[src/rtl/shift_add_mult_pkg.sv]
// shift_add_mult_pkg: FSM state type and encodings for the shift-add multiplier.
package shift_add_mult_pkg;
  localparam logic [1:0] ST_IDLE = 2'd0;
  localparam logic [1:0] ST_RUN  = 2'd1;
  localparam logic [1:0] ST_SIGN = 2'd2;
  localparam logic [1:0] ST_DONE = 2'd3;
  typedef enum logic [1:0] {
    IDLE = ST_IDLE,
    RUN  = ST_RUN,
    SIGN = ST_SIGN,
    DONE = ST_DONE
  } state_t;
endpackage

[src/rtl/cond_negate.sv]
// cond_negate: two's-complement negation of i_d when i_en is high, pass-through otherwise.
module cond_negate #(
  parameter int W = 8
) (
  input  logic         i_en,
  input  logic [W-1:0] i_d,
  output logic [W-1:0] o_q
);
  assign o_q = i_en ? -i_d : i_d;
endmodule

[src/rtl/shift_add_multiplier.sv]
// shift_add_multiplier: sequential N x N -> 2N shift-add multiplier, signed or unsigned.
// Define SHIFT_ADD_MULT_EARLY_EXIT_EN to leave RUN as soon as the multiplier runs out of set bits.
module shift_add_multiplier
  import shift_add_mult_pkg::*;
#(
  parameter int N = 8
) (
  input  logic           clk,
  input  logic           rst,
  input  logic           start,
  input  logic           signed_mode,
  input  logic [N-1:0]   a_in,
  input  logic [N-1:0]   b_in,
  output logic [2*N-1:0] out,
  output logic           busy,
  output logic           finish
);
  localparam int CNT_W = $clog2(N + 1);
  state_t             r_state;
  state_t             w_state_nxt;
  logic [2*N-1:0]     r_mcand;
  logic [N-1:0]       r_mplier;
  logic [2*N-1:0]     r_acc;
  logic [CNT_W-1:0]   r_cnt;
  logic               r_sign;
  logic [2*N-1:0]     r_out;
  logic [N-1:0]       w_a_mag;
  logic [N-1:0]       w_b_mag;
  logic [2*N-1:0]     w_res;
  logic [N-1:0]       w_mplier_nxt;
  logic               w_sign_nxt;
  logic               w_last_iter;
  cond_negate #(.W(N)) u_neg_a (
    .i_en (signed_mode & a_in[N-1]),
    .i_d  (a_in),
    .o_q  (w_a_mag)
  );
  cond_negate #(.W(N)) u_neg_b (
    .i_en (signed_mode & b_in[N-1]),
    .i_d  (b_in),
    .o_q  (w_b_mag)
  );
  cond_negate #(.W(2*N)) u_neg_res (
    .i_en (r_sign),
    .i_d  (r_acc),
    .o_q  (w_res)
  );
  // A zero operand forces a positive sign so no negative zero is produced.
  assign w_sign_nxt   = signed_mode & (a_in[N-1] ^ b_in[N-1]) & (|a_in) & (|b_in);
  assign w_mplier_nxt = r_mplier >> 1;
`ifdef SHIFT_ADD_MULT_EARLY_EXIT_EN
  assign w_last_iter  = (r_cnt == CNT_W'(1)) || (w_mplier_nxt == '0);
`else
  assign w_last_iter  = (r_cnt == CNT_W'(1));
`endif
  assign out = r_out;
  always_ff @(posedge clk or negedge rst) begin
    if (!rst) r_state <= IDLE;
    else      r_state <= w_state_nxt;
  end
  always_comb begin
    w_state_nxt = r_state;
    busy        = (r_state != IDLE);
    finish      = (r_state == DONE);
    case (r_state)
      IDLE:    w_state_nxt = start ? RUN : IDLE;
      RUN:     w_state_nxt = w_last_iter ? SIGN : RUN;
      SIGN:    w_state_nxt = DONE;
      default: w_state_nxt = IDLE;
    endcase
  end
  always_ff @(posedge clk or negedge rst) begin
    if (!rst) begin
      r_mcand  <= '0;
      r_mplier <= '0;
      r_acc    <= '0;
      r_cnt    <= '0;
      r_sign   <= 1'b0;
      r_out    <= '0;
    end else if (r_state == IDLE && start) begin
      r_mcand  <= {{N{1'b0}}, w_a_mag};
      r_mplier <= w_b_mag;
      r_acc    <= '0;
      r_cnt    <= CNT_W'(N);
      r_sign   <= w_sign_nxt;
    end else if (r_state == RUN) begin
      r_acc    <= r_mplier[0] ? r_acc + r_mcand : r_acc;
      r_mcand  <= r_mcand << 1;
      r_mplier <= w_mplier_nxt;
      r_cnt    <= r_cnt - CNT_W'(1);
    end else if (r_state == SIGN) begin
      r_out    <= w_res;
    end
  end
endmodule

[config.mk]
export PLATFORM = sky130hd
export DESIGN_NAME = shift_add_multiplier
export DESIGN_NICKNAME = d
export VERILOG_FILES = /design/src/rtl/shift_add_mult_pkg.sv /design/src/rtl/cond_negate.sv /design/src/rtl/shift_add_multiplier.sv
export SDC_FILE = /design/constraint.sdc
export NUM_CORES = 1
export LEC_CHECK = 0
export BUFFER_PORTS_ARGS = -buffer_cell sky130_fd_sc_hd__clkbuf_2
export CAP_MARGIN = 10
export CORE_MARGIN = 4
export CORE_UTILIZATION = 37
export DETAILED_ROUTE_END_ITERATION = 10
export SLEW_MARGIN = 5
export SYNTH_ARGS = -nofsm -noshare
export SYNTH_HDL_FRONTEND = slang
export SYNTH_SLANG_ARGS = --single-unit
[constraint.sdc]
create_clock -name clk -period 5.6 [get_ports clk]
set_input_delay 0.56 -clock clk [delete_from_list [all_inputs] [get_ports clk]]
set_output_delay 0.56 -clock clk [all_outputs]
set_load 0.05 [all_outputs]
==> results.toml <==
[clock_network]
cts_made_buffers = 9
clk_pin_slew_ps = 70
clock_latency_ps = 340
cts_hold_buf = 0
cts_resized = 0
cts.path.max_buffers = 2
cts_tree = "yes"
clock_sinks = 63
cts_setup_buffers = 0
cts_root_buffer = "clkbuf_8"
cts_max_level = 3

[global_routing]
grt_pass1_wl_um = 14030
grt_max_degree = 64
grt.overflow.total = 0
grtUsageTotal_pct = 14.88
antenna_found_initial = 0
grt_pass1_vias = 2968

[routing]
dr.pass1.iters = 5
drt-total-wl_um = 8323
via_per_inst = 5.121
ant_nets = 0
first_iter_violations = 171
avgRoutedWirePerCell_um = 13.76
vias = 3098
drc = 0

[synth]
syn_inst = 439
synth.top_cell.area_share_pct = 41.54
syn_nets = 480
synth_largest_area_cell = "dfrtp_1"
ys_warn_count = 0
synth_cell_types = 45
async_flop_share_pct = 100.0
ys.flop_type = "dfrtp_1"
synth_seq_cells = 63
synth_most_common_cell = "nand2_1"
syn_avg_cell_area_um2 = 8.644
synth.area.top_cells = "dfrtp_1 42%, nand2_1 10%, ha_1 6.6%"
ys_seq_area_share_pct = 41.54
synthTopCellsByCount = "102 x nand2_1, 63 x dfrtp_1, 46 x o21ai_0"
netlist_area_mm2 = 0.003795
synth-edff-count = 0

[power_and_ir_drop]
worst_ir_drop_vdd_uv = 166.2
p_leak_nw = 1.948
pwr_density_cell_mw_per_mm2 = 614.2
power_mw = 2.612

[floorplan]
core_area_mm2 = 0.009864
die_h_um = 109.3
dieArea_mm2 = 0.01194
rows = 36
start_util_pct = 38.47
dieWidth_um = 109.3
io-pin-count = 38

[place]
io_buffer_count = 37
dp_hpwl_um = 6023
gp_congestion = 0.9119

[flow_run]
drv_cap = 0

[timing]
finalHoldViolCount = 0
maxSlewViolCount = 0
clock.fmax_mhz = 388.8
setup_tns_ps = 0
clock_skew_ps = 12.02
setup_viol = 0
fin_crit_sh_pct = 45.93
min_period_ps = 2572
tightest_slew_ps = 1127
timing.slew.headroom_pct = 24.85
rsz0062_at_grt = "no"

[final_layout]
nNetsFinal = 509
antenna_cells = 0
area_delta_synth_final_pct = 12.07
drive_gt1_share_pct = 12.29
fillers = 1028

[critical_path]
crit_arrival_ps = 2780
critPathMaxFanout = 5
required_ps = 5810
end_kind = "register"
critPathLaunchType = "register"
r2r_slack_ps = 3030
worst-setup-path-type = "reg -> reg"

[status]
status = "finished, final reports clean"

[min_path]
hold_class = "in -> async"
## layout by cell type, fill, tap and decap left out, drive strengths merged, types with 2 or more instances in the layout
cell type / count
a22o: 2
a21o: 4
and2: 4
xnor2: 13
nor3: 6
nor2b: 2
nor2: 25
dfrtp: 63
o21bai: 2
nor4: 2
or4: 4
and3: 4
a21oi: 15
inv: 10
nand3: 10
o22ai: 4
o311ai: 2
clkbuf: 49
nand2: 102
o31ai: 6
o21ai: 51
buf: 2
ha: 20
xor2: 28
a211oi: 3
a31oi: 14
nand4: 3
o41ai: 4
nand2b: 4
## worst max-delay path, stage by stage (launching register included)
cell,delay [ps]
dfrtp_1,420
ha_1,240
fa_1,410
a21o_1,210
a221oi_1,620
nand3b_1,210
o21ai_0,110
xnor2_1,140
o21ai_0,80
## final cells by class
class                   instances  area, um^2  share of cell area, %
well taps                     133       166.4                  3.913
multi-input cells             345        2074                  48.78
clock inverters                 3       42.54                  1.000
clock buffers                  12       155.1                  3.648
inverters                      10       37.54                 0.8826
flip-flops and latches         63        1577                  37.07
repair buffers                 39       200.2                  4.707
## cell families after synthesis
group                    synth area share, %
XOR/XNOR                               9.463
multiplexers                          0.2638
adder cells (fa/ha/maj)                7.122
AO/OA/AOI/OAI                          18.36
AND/OR/NAND/NOR                        19.45
buffers and inverters                  3.792
flip-flops                             41.54
## where the power goes
part	switching, mW	internal (mW)	total [mW]
logic	0.856	0.488	1.34
registers	0.214	0.654	0.868
clock network	0.173	0.227	0.400
total	1.24	1.37	2.61
## metal layers
metal	up-vias	global-route usage, %	routed length [um]
li1	1586	-	-
met1	1433	20.82	4202
met2	67	22.94	3604
met3	12	2.427	356
met4	0	5.966	160
met5	-	0	0
## flip-flops by register name, summed over array words and instances (netlist names)
name	flops
r_mcand	16
r_state	2
r_mplier	8
r_acc	16
r_sign	1
r_cnt	4
out	16
## through the flow
stage | instances | setup slack [ps] | hold slack (ps) | instance area, um^2 | utilization [%]
2_1_floorplan | 439 | 3371 | 264.4 | 3795 | -
3_3_place_gp | 590 | 3113 | 461.1 | 4055 | 41.11
3_5_place_dp | 590 | 3024 | 470.1 | 4055 | 41.11
4_1_cts | 605 | 3006 | 411.3 | 4253 | 43.11
5_1_grt | 605 | 2837 | 461.4 | 4253 | 43.11
6_report | 605 | 3028 | 371.5 | 4253 | 43.11
## path summary, 6_finish.rpt
check / start / endpoint / cells after the start
setup / recovery: r_acc[0] / r_acc[12] / 8
hold / removal: rst / r_acc[11] / 2
min in group clk: out[2] / out[2] / 2
setup reg to reg: r_acc[0] / r_acc[12] / 8
max in group asynchronous: rst / r_acc[14] / 2
hold reg to reg: out[2] / out[2] / 2
(Power assumes the default switching activity.)
